File: src/rtl/mux8_rr_arbiter_pkg.sv
// Shared constants, state encoding and datapath helpers for the 8-way round-robin mux arbiter.
package mux8_rr_arbiter_pkg;

    localparam int unsigned N_REQ        = 8;
    localparam int unsigned SELW         = 3;
    localparam int unsigned CNTW         = 3;
    localparam int unsigned MAX_HOLD_DEF = 4;

    typedef enum logic {
        ST_IDLE  = 1'b0,
        ST_GRANT = 1'b1
    } state_t;

    // 8:1 bit mux built as two 4:1 muxes followed by a 2:1 mux.
    function automatic logic mux8(input logic [N_REQ-1:0] a, input logic [SELW-1:0] s);
        logic [1:0] w_lvl;
        w_lvl[0] = a[{1'b0, s[1:0]}];
        w_lvl[1] = a[{1'b1, s[1:0]}];
        return w_lvl[s[2]];
    endfunction

    // One-hot encode a requester index.
    function automatic logic [N_REQ-1:0] onehot(input logic [SELW-1:0] idx);
        return N_REQ'(1) << idx;
    endfunction

endpackage

File: src/rtl/mux8_rr_arbiter_if.sv
// Request/data bus between requesters and the arbiter.
interface mux8_rr_arbiter_if;
    import mux8_rr_arbiter_pkg::*;

    logic [N_REQ-1:0] req;
    logic [N_REQ-1:0] din;
    logic [N_REQ-1:0] gnt;
    logic [SELW-1:0]  sel;
    logic             dout;
    logic             dout_valid;
    logic             busy;

    modport master (
        output req, din,
        input  gnt, sel, dout, dout_valid, busy
    );

    modport slave (
        input  req, din,
        output gnt, sel, dout, dout_valid, busy
    );

endinterface

File: src/rtl/mux8_rr_arbiter_rr_pick8.sv
// Round-robin picker: first set request at or after ptr, wrapping mod 8.
module rr_pick8
    import mux8_rr_arbiter_pkg::*;
(
    input  logic [N_REQ-1:0] i_req,
    input  logic [SELW-1:0]  i_ptr,
    output logic [SELW-1:0]  o_winner_c,
    output logic             o_any_c
);

    logic [2*N_REQ-1:0] w_dbl;
    logic [N_REQ-1:0]   w_rot;
    logic [SELW-1:0]    w_ffs;

    // Rotate right by ptr so the search always starts at bit 0.
    assign w_dbl = {i_req, i_req};
    assign w_rot = w_dbl[{1'b0, i_ptr} +: N_REQ];

    // Find first set bit of the rotated vector (lowest index wins).
    always_comb begin
        w_ffs = '0;
        for (int i = int'(N_REQ) - 1; i >= 0; i--) begin
            if (w_rot[i]) w_ffs = SELW'(i);
        end
    end

    // Undo the rotation; 3-bit addition wraps mod 8.
    assign o_winner_c = w_ffs + i_ptr;
    assign o_any_c    = |i_req;

endmodule

File: src/rtl/mux8_rr_arbiter.sv
// Round-robin arbiter owning the select of the shared 8:1 bit mux, with capped bursts.
module mux8_rr_arbiter
    import mux8_rr_arbiter_pkg::*;
#(
    parameter int unsigned MAX_HOLD = MAX_HOLD_DEF
)(
    input  logic                     clk,
    input  logic                     rst,
    mux8_rr_arbiter_if.slave         bus
);

    state_t           r_state, w_state_nxt;
    logic [SELW-1:0]  r_ptr,   w_ptr_nxt;
    logic [CNTW-1:0]  r_cnt,   w_cnt_nxt;
    logic [N_REQ-1:0] r_gnt,   w_gnt_nxt;
    logic [SELW-1:0]  r_sel,   w_sel_nxt;
    logic             r_dout,  w_dout_nxt;
    logic             r_dout_valid, w_dout_valid_nxt;

    logic [SELW-1:0]  w_pick_ptr;
    logic [SELW-1:0]  w_winner;
    logic             w_any;
    logic             w_beat;
    logic             w_last;
    logic             w_mux;

    // While granting, the search for the next owner starts just past the current one.
    assign w_pick_ptr = (r_state == ST_GRANT) ? (r_sel + SELW'(1)) : r_ptr;
    assign w_beat     = (r_state == ST_GRANT) && bus.req[r_sel];
    assign w_last     = (r_cnt == CNTW'(MAX_HOLD - 1));
    assign w_mux      = mux8(bus.din, r_sel);

    rr_pick8 u_pick (
        .i_req      (bus.req),
        .i_ptr      (w_pick_ptr),
        .o_winner_c (w_winner),
        .o_any_c    (w_any)
    );

    // Register all state and outputs; reset drops any in-flight burst.
    always_ff @(posedge clk or posedge rst) begin
        if (rst) begin
            r_state      <= ST_IDLE;
            r_ptr        <= '0;
            r_cnt        <= '0;
            r_gnt        <= '0;
            r_sel        <= '0;
            r_dout       <= 1'b0;
            r_dout_valid <= 1'b0;
        end else begin
            r_state      <= w_state_nxt;
            r_ptr        <= w_ptr_nxt;
            r_cnt        <= w_cnt_nxt;
            r_gnt        <= w_gnt_nxt;
            r_sel        <= w_sel_nxt;
            r_dout       <= w_dout_nxt;
            r_dout_valid <= w_dout_valid_nxt;
        end
    end

    // Next-state: grant on request, count beats, release and re-pick without a bubble.
    always_comb begin
        w_state_nxt      = r_state;
        w_ptr_nxt        = r_ptr;
        w_cnt_nxt        = r_cnt;
        w_gnt_nxt        = r_gnt;
        w_sel_nxt        = r_sel;
        w_dout_nxt       = r_dout;
        w_dout_valid_nxt = 1'b0;

        case (r_state)
            ST_IDLE: begin
                if (w_any) begin
                    w_state_nxt = ST_GRANT;
                    w_gnt_nxt   = onehot(w_winner);
                    w_sel_nxt   = w_winner;
                    w_cnt_nxt   = '0;
                end
            end
            ST_GRANT: begin
                if (w_beat) begin
                    w_dout_nxt       = w_mux;
                    w_dout_valid_nxt = 1'b1;
                end
                if (!w_beat || w_last) begin
                    w_ptr_nxt = w_pick_ptr;
                    if (w_any) begin
                        w_gnt_nxt = onehot(w_winner);
                        w_sel_nxt = w_winner;
                        w_cnt_nxt = '0;
                    end else begin
                        w_state_nxt = ST_IDLE;
                        w_gnt_nxt   = '0;
                    end
                end else begin
                    w_cnt_nxt = r_cnt + CNTW'(1);
                end
            end
        endcase
    end

    assign bus.gnt        = r_gnt;
    assign bus.sel        = r_sel;
    assign bus.dout       = r_dout;
    assign bus.dout_valid = r_dout_valid;
    assign bus.busy       = (r_state == ST_GRANT);

endmodule

File: src/flat_wrapper.sv
// flat-port wrapper written by rule: the top's interface ports become plain ports
module mux8_rr_arbiter_flat import mux8_rr_arbiter_pkg::*;
#(
    parameter int unsigned MAX_HOLD = MAX_HOLD_DEF
)
  (clk, rst, bus_req, bus_din, bus_gnt, bus_sel, bus_dout, bus_dout_valid, bus_busy);
  mux8_rr_arbiter_if bus_i ();
  input  logic clk;
  input  logic rst;
  input wire logic [$bits(bus_i.req)-1:0] bus_req;
  input wire logic [$bits(bus_i.din)-1:0] bus_din;
  output wire logic [$bits(bus_i.gnt)-1:0] bus_gnt;
  output wire logic [$bits(bus_i.sel)-1:0] bus_sel;
  output wire logic [$bits(bus_i.dout)-1:0] bus_dout;
  output wire logic [$bits(bus_i.dout_valid)-1:0] bus_dout_valid;
  output wire logic [$bits(bus_i.busy)-1:0] bus_busy;
  assign bus_i.req = bus_req;
  assign bus_i.din = bus_din;
  assign bus_gnt = bus_i.gnt;
  assign bus_sel = bus_i.sel;
  assign bus_dout = bus_i.dout;
  assign bus_dout_valid = bus_i.dout_valid;
  assign bus_busy = bus_i.busy;
  mux8_rr_arbiter #(.MAX_HOLD(MAX_HOLD)) u_core (.clk(clk), .rst(rst), .bus(bus_i));
endmodule
File: config.mk
export PLATFORM = sky130hd
export DESIGN_NAME = mux8_rr_arbiter_flat
export DESIGN_NICKNAME = d
export VERILOG_FILES = /design/src/rtl/mux8_rr_arbiter_pkg.sv /design/src/rtl/mux8_rr_arbiter_if.sv /design/src/rtl/mux8_rr_arbiter_rr_pick8.sv /design/src/rtl/mux8_rr_arbiter.sv /design/src/flat_wrapper.sv
export SDC_FILE = /design/constraint.sdc
export NUM_CORES = 1
export LEC_CHECK = 0
export BUFFER_PORTS_ARGS = -buffer_cell sky130_fd_sc_hd__clkbuf_2
export CORE_UTILIZATION = 58
export CTS_CLUSTER_DIAMETER = 60
export CTS_CLUSTER_SIZE = 12
export DETAILED_ROUTE_END_ITERATION = 16
export PLACE_DENSITY_LB_ADDON = 0.08
export SYNTH_ARGS = -nofsm -noshare
export SYNTH_HDL_FRONTEND = slang
export SYNTH_SLANG_ARGS = --single-unit
File: constraint.sdc
create_clock -name clk -period 5.8 [get_ports clk]
set_input_delay 0.29 -clock clk [delete_from_list [all_inputs] [get_ports clk]]
set_output_delay 0.29 -clock clk [all_outputs]
set_load 0.03 [all_outputs]
==> impl_metrics.tcl, run 1 <==
set metrics [dict create \
    synth-edff-count 0 \
    fin_ws_ns 1.46 \
    vias_per_cell 5.98 \
    drv_cap 0 \
    layout_commonest_cell "clkbuf_2" \
    hp-class "in2async" \
    grt_usage 0.267 \
    synth_cells 138 \
    cp-start-kind "flop" \
    final_util 0.692 \
    cts_buffer_depth 2 \
    drtAntennaViolNets 0 \
    cts_resized 0 \
    maxSlewHeadroom 0.239 \
    finalMaxSlewViolations 0 \
    finalClockSkew_ns 0.0119 \
    clock_latency_ns 0.31 \
    grt-ovfl-total 0 \
    layout_common_cells "clkbuf_2 (31), mux2i_1 (23), dfrtp_1 (20)" \
    worst_setup_path_end_kind "flop" \
    cts_sinks 20 \
    tritoncts "done" \
    coreArea_mm2 0.00248 \
    synth_ff_type "dfrtp_1" \
    outcome "complete, but fails checks" \
    synth_cell_types 37 \
    grt_pass1_vias 1162 \
    period_needed_ns 4.34 \
    num_vias 1178 \
    syn_area_mm2 0.00151 \
    die-area_mm2 0.00281 \
    dpl.hpwl_um 2470 \
    ios 32 \
    hold_violations 0 \
    cp_max_fo 15 \
    fmax_mhz 230 \
    root_buffer "clkbuf_4" \
    drc_errors 2 \
    gp_congestion 0.778 \
    dp_cells 193 \
    drive_gt1_frac 0.293 \
    yosys_warnings 0 \
    antennaDiodeCount 0 \
    antenna_found_initial 0 \
    portBuffers 31 \
    first_iter_violations 22 \
    cts-hold-fix-buffers 0 \
    post_cts_buffers 0 \
    synth_seq_cells 20 \
    syn_nets 160 \
    synth-async-reset-ratio 1.00 \
    drtPass1Iterations 10 \
    avgSynthCellArea_um2 10.9 \
    crit_arrival_ns 4.59 \
    htreeDepth 1 \
    tightest_slew_ns 1.14 \
    num_rows 18 \
    final_cells 197 \
    detail_route.wl_per_cell_um 16.2 \
    rsz0062_at_grt "false" \
    crit_required_ns 6.04 \
    worstSetupPathType "reg2reg" \
    die_height_um 53.0 \
    final-setup-viol-count 0 \
    grt_start_max_net_pins 21 \
    yosysSeqAreaShare 0.331 \
    fp.dieW_um 53.0 \
    violations "design-rule violations" \
    cts-buffers-inserted 3 \
    grt_pass1_wl_um 5310 \
    wl_um 3190 \
    initial_utilization 0.610 \
    cts.reportedPaths.clkPinSlew_ns 0.12 \
    nNetsFinal 190 \
    fin_crit_sh 0.749 \
    tns_ns 0 \
    pre_cts_slack_ns 1.50 \
    area_growth_pct 13.6 \
]
==> routing by layer <==
layer  GRT usage  routed length [um]  vias up
met5           0                   0        -
met4       0.105                  58        0
met3      0.0287                  84        5
met2       0.494                1620       26
met1       0.309                1430      574
li1            -                   -      573
==> kinds of logic (layout without fill, tap and decap cells) <==
kind of cell	Yosys count	count (layout)	share of synthesized area
DFF	20	20	0.331
buffers and inverters	16	45	0.0539
adders and majority gates	4	4	0.0381
AOI/OAI and AO/OA	29	29	0.157
and+or+nand+nor	28	28	0.0862
xor gates and xnor gates	6	6	0.0348
muxes	35	35	0.299
==> area by class of cell <==
cell class | instances | area (um2)
clock buffers | 3 | 22.5
well taps | 30 | 37.5
inverters | 9 | 33.8
repair buffers | 32 | 163
multi-input cells | 102 | 928
flip-flops and latches | 20 | 500
fillers | 191 | 762
clock inverters | 1 | 30.0
==> Yosys cell counts, types with 2 or more instances <==
| cell type | number | area [um2] |
|---|---|---|
| xnor2_1 | 4 | 35.0 |
| o211ai_1 | 2 | 15.0 |
| a21o_1 | 2 | 15.0 |
| o21ai_0 | 9 | 45.0 |
| mux2i_1 | 23 | 230 |
| clkbuf_1 | 2 | 7.51 |
| buf_6 | 2 | 22.5 |
| o31ai_1 | 4 | 30.0 |
| nand2_1 | 16 | 60.1 |
| nor4_1 | 2 | 12.5 |
| mux2_2 | 6 | 67.6 |
| a32o_1 | 4 | 40.0 |
| mux4_1 | 5 | 131 |
| xor2_1 | 2 | 17.5 |
| ha_1 | 3 | 37.5 |
| inv_1 | 9 | 33.8 |
| dfrtp_1 | 20 | 500 |
| nor2_1 | 3 | 11.3 |
| buf_2 | 2 | 10.0 |
==> worst paths after layout <==
path	from	endpoint	slack, ns	depth (start not counted)
worst max-delay path	u_core.bus.sel[0]	u_core.bus.gnt[2]	1.46	11
worst min-delay path	rst	u_core.r_cnt[0]	0.06	2
worst max register to register	u_core.bus.sel[0]	u_core.bus.gnt[2]	1.46	11
worst min register to register	u_core.bus.gnt[1]	u_core.bus.gnt[1]	0.49	2
max in group asynchronous	rst	u_core.bus.gnt[0]	5.27	2
min in group clk	u_core.bus.gnt[1]	u_core.bus.gnt[1]	0.49	2
==> state kept, by name (all words and copies together), names as in the netlist <==
| signal | cells |
|---|---|
| u_core.r_ptr | 3 |
| u_core.bus.busy | 1 |
| u_core.bus.dout_valid | 1 |
| u_core.bus.gnt | 8 |
| u_core.r_cnt | 3 |
| u_core.bus.dout | 1 |
| u_core.bus.sel | 3 |
==> stage by stage <==
stage               area, um2  hold slack [ns]
CTS                      1720           0.0888
global route             1720            0.106
floorplan                1510            0.254
finish                   1720           0.0600
detailed placement       1660            0.426
global placement         1660            0.424
==> critical path, cell delays in order (launching register included) <==
cell,delay [ns]
dfrtp_1,0.56
and2_4,0.20
or2_0,0.86
mux4_2,0.62
o32ai_2,0.31
o21ai_0,0.16
o22ai_2,0.19
nand2b_1,0.11
fa_1,0.39
xnor2_1,0.27
xor2_1,0.37
a32o_1,0.23
Power of run 1 is not shown: default switching activity piles up to over one toggle a cycle in this logic, so the estimate is an artifact.
==> run 2: changes to the inputs <==
CORE_UTILIZATION = 49   (was 58)
clock period = 3.7 ns   (was 5.8 ns; I/O delays follow)
==> impl_metrics.tcl, run 2 (synthesized netlist as in run 1, its figures left out) <==
set metrics [dict create \
    cp-startpoint "u_core.bus.sel[0]" \
    nNetsFinal 199 \
    reg2reg_to "u_core.bus.gnt[7]" \
    reg2reg_from "u_core.bus.sel[0]" \
    cts_buffer_depth 2 \
    drive_gt1_frac 0.420 \
    dp_cells 200 \
    period_needed_ns 3.53 \
    r2r_slack_ns 0.17 \
    grt_usage 0.201 \
    drv_cap 0 \
    first_iter_violations 32 \
    worst_setup_path_end_kind "flop" \
    grt_start_max_net_pins 21 \
    drtPass1Iterations 10 \
    root_buffer "clkbuf_4" \
    fin_ws_ns 0.168 \
    cts.reportedPaths.clkPinSlew_ns 0.11 \
    layout_commonest_cell "clkbuf_2" \
    hold_violations 20 \
    final-setup-viol-count 0 \
    cts_sinks 20 \
    die_height_um 57.5 \
    rr_worst_depth 14 \
    crit_arrival_ns 3.71 \
    coreArea_mm2 0.00283 \
    dpl.hpwl_um 2400 \
    initial_utilization 0.534 \
    fin_crit_sh 0.954 \
    num_vias 1197 \
    finalMaxSlewViolations 0 \
    cts-buffers-inserted 3 \
    crit_required_ns 3.88 \
    fmax_mhz 283 \
    tritoncts "done" \
    outcome "complete, but fails checks" \
    fp.dieW_um 57.5 \
    ios 32 \
    antennaDiodeCount 0 \
    portBuffers 31 \
    vias_per_cell 5.78 \
    final_cells 207 \
    pre_cts_slack_ns 0.0621 \
    wl_um 3040 \
    cp-start-kind "flop" \
    layout_common_cells "clkbuf_2 (31), dfrtp_1 (19), nand2_1 (16), mux2i_1 (16)" \
    worstSetupPathType "reg2reg" \
    grt_pass1_vias 1149 \
    detail_route.wl_per_cell_um 14.7 \
    maxSlewHeadroom 0.499 \
    area_growth_pct 23.4 \
    htreeDepth 1 \
    grt_pass1_wl_um 5110 \
    finalClockSkew_ns 0.00539 \
    drc_errors 3 \
    antenna_found_initial 0 \
    cp_max_fo 6 \
    drtAntennaViolNets 0 \
    grt-ovfl-total 0 \
    hp-class "in2async" \
    num_rows 19 \
    whs_ns -0.0116 \
    tightest_slew_ns 0.751 \
    gp_congestion 0.870 \
    violations "design-rule violations, negative hold slack" \
    clock_latency_ns 0.29 \
    largest_reg_flops 8 \
    die-area_mm2 0.00331 \
]
-- run 2: cell types whose count changed in the layout (fill, tap and decap cells not counted), moves of 2 or more --
cell and change:
buf_4 +7, mux2i_1 -7, mux2i_2 +6, o31ai_1 -2, o31ai_2 +2, xnor2_1 -2
-- run 2: worst max-delay path, cell delays in order, from the launching register on --
cell	delay, ns
dfrtp_1	0.40
ha_1	0.32
mux2i_2	0.20
buf_6	0.19
mux2i_2	0.26
mux2i_1	0.13
mux2_2	0.30
nor2b_2	0.14
a2bb2oi_2	0.15
o22a_1	0.14
o211ai_1	0.11
fa_2	0.44
xnor2_4	0.25
xnor2_2	0.14
a32o_1	0.25
-- run 2: repair_timing --
action	4_1_cts	5_1_grt
buffers inserted	0	2
setup endpoints to repair	0	9
resized for setup	0	19
hold buffers	0	0
-- run 2: worst max path at each step --
stage                                    to  slack, ns  depth (start not counted)
after floorplan           u_core.bus.gnt[2]       0.03                         14
after global placement    u_core.bus.gnt[3]       0.14                         14
after detailed placement  u_core.bus.gnt[2]       0.06                         14
after CTS                 u_core.bus.gnt[2]       0.01                         14
after global routing      u_core.bus.gnt[4]      -0.07                         14
final                     u_core.bus.gnt[7]       0.17                         14
-- run 2: layout make-up --
cell class                      instances  area (um2)
Timing Repair Buffer                   41         231
Inverter                                9        33.8
Sequential cell                        20         502
Clock buffer                            4        26.3
Tap cell                               31        38.8
Multi-Input combinational cell        102        1030
Fill cell                             241         965
-- run 2: per-layer routing --
metal,global-route usage,part of all wire,vias to the layer above,routed length [um]
li1,-,-,592,-
met1,0.254,0.45,576,1370
met2,0.350,0.51,27,1550
met3,0.0272,0.031,2,93
met4,0.0697,0.0076,0,23
met5,0,0,-,0
-- run 2: metrics by stage --
stage               utilization  TNS, ns  hold WS (ns)  cell area, um2
finish                    0.659        0       -0.0116            1860
global route              0.659   -0.475        0.0530            1860
CTS                       0.615        0       0.00146            1740
detailed placement        0.605        0         0.334            1710
global placement          0.605        0         0.314            1710
floorplan                     -        0         0.149            1520
Power of run 2 is left out for the same reason.
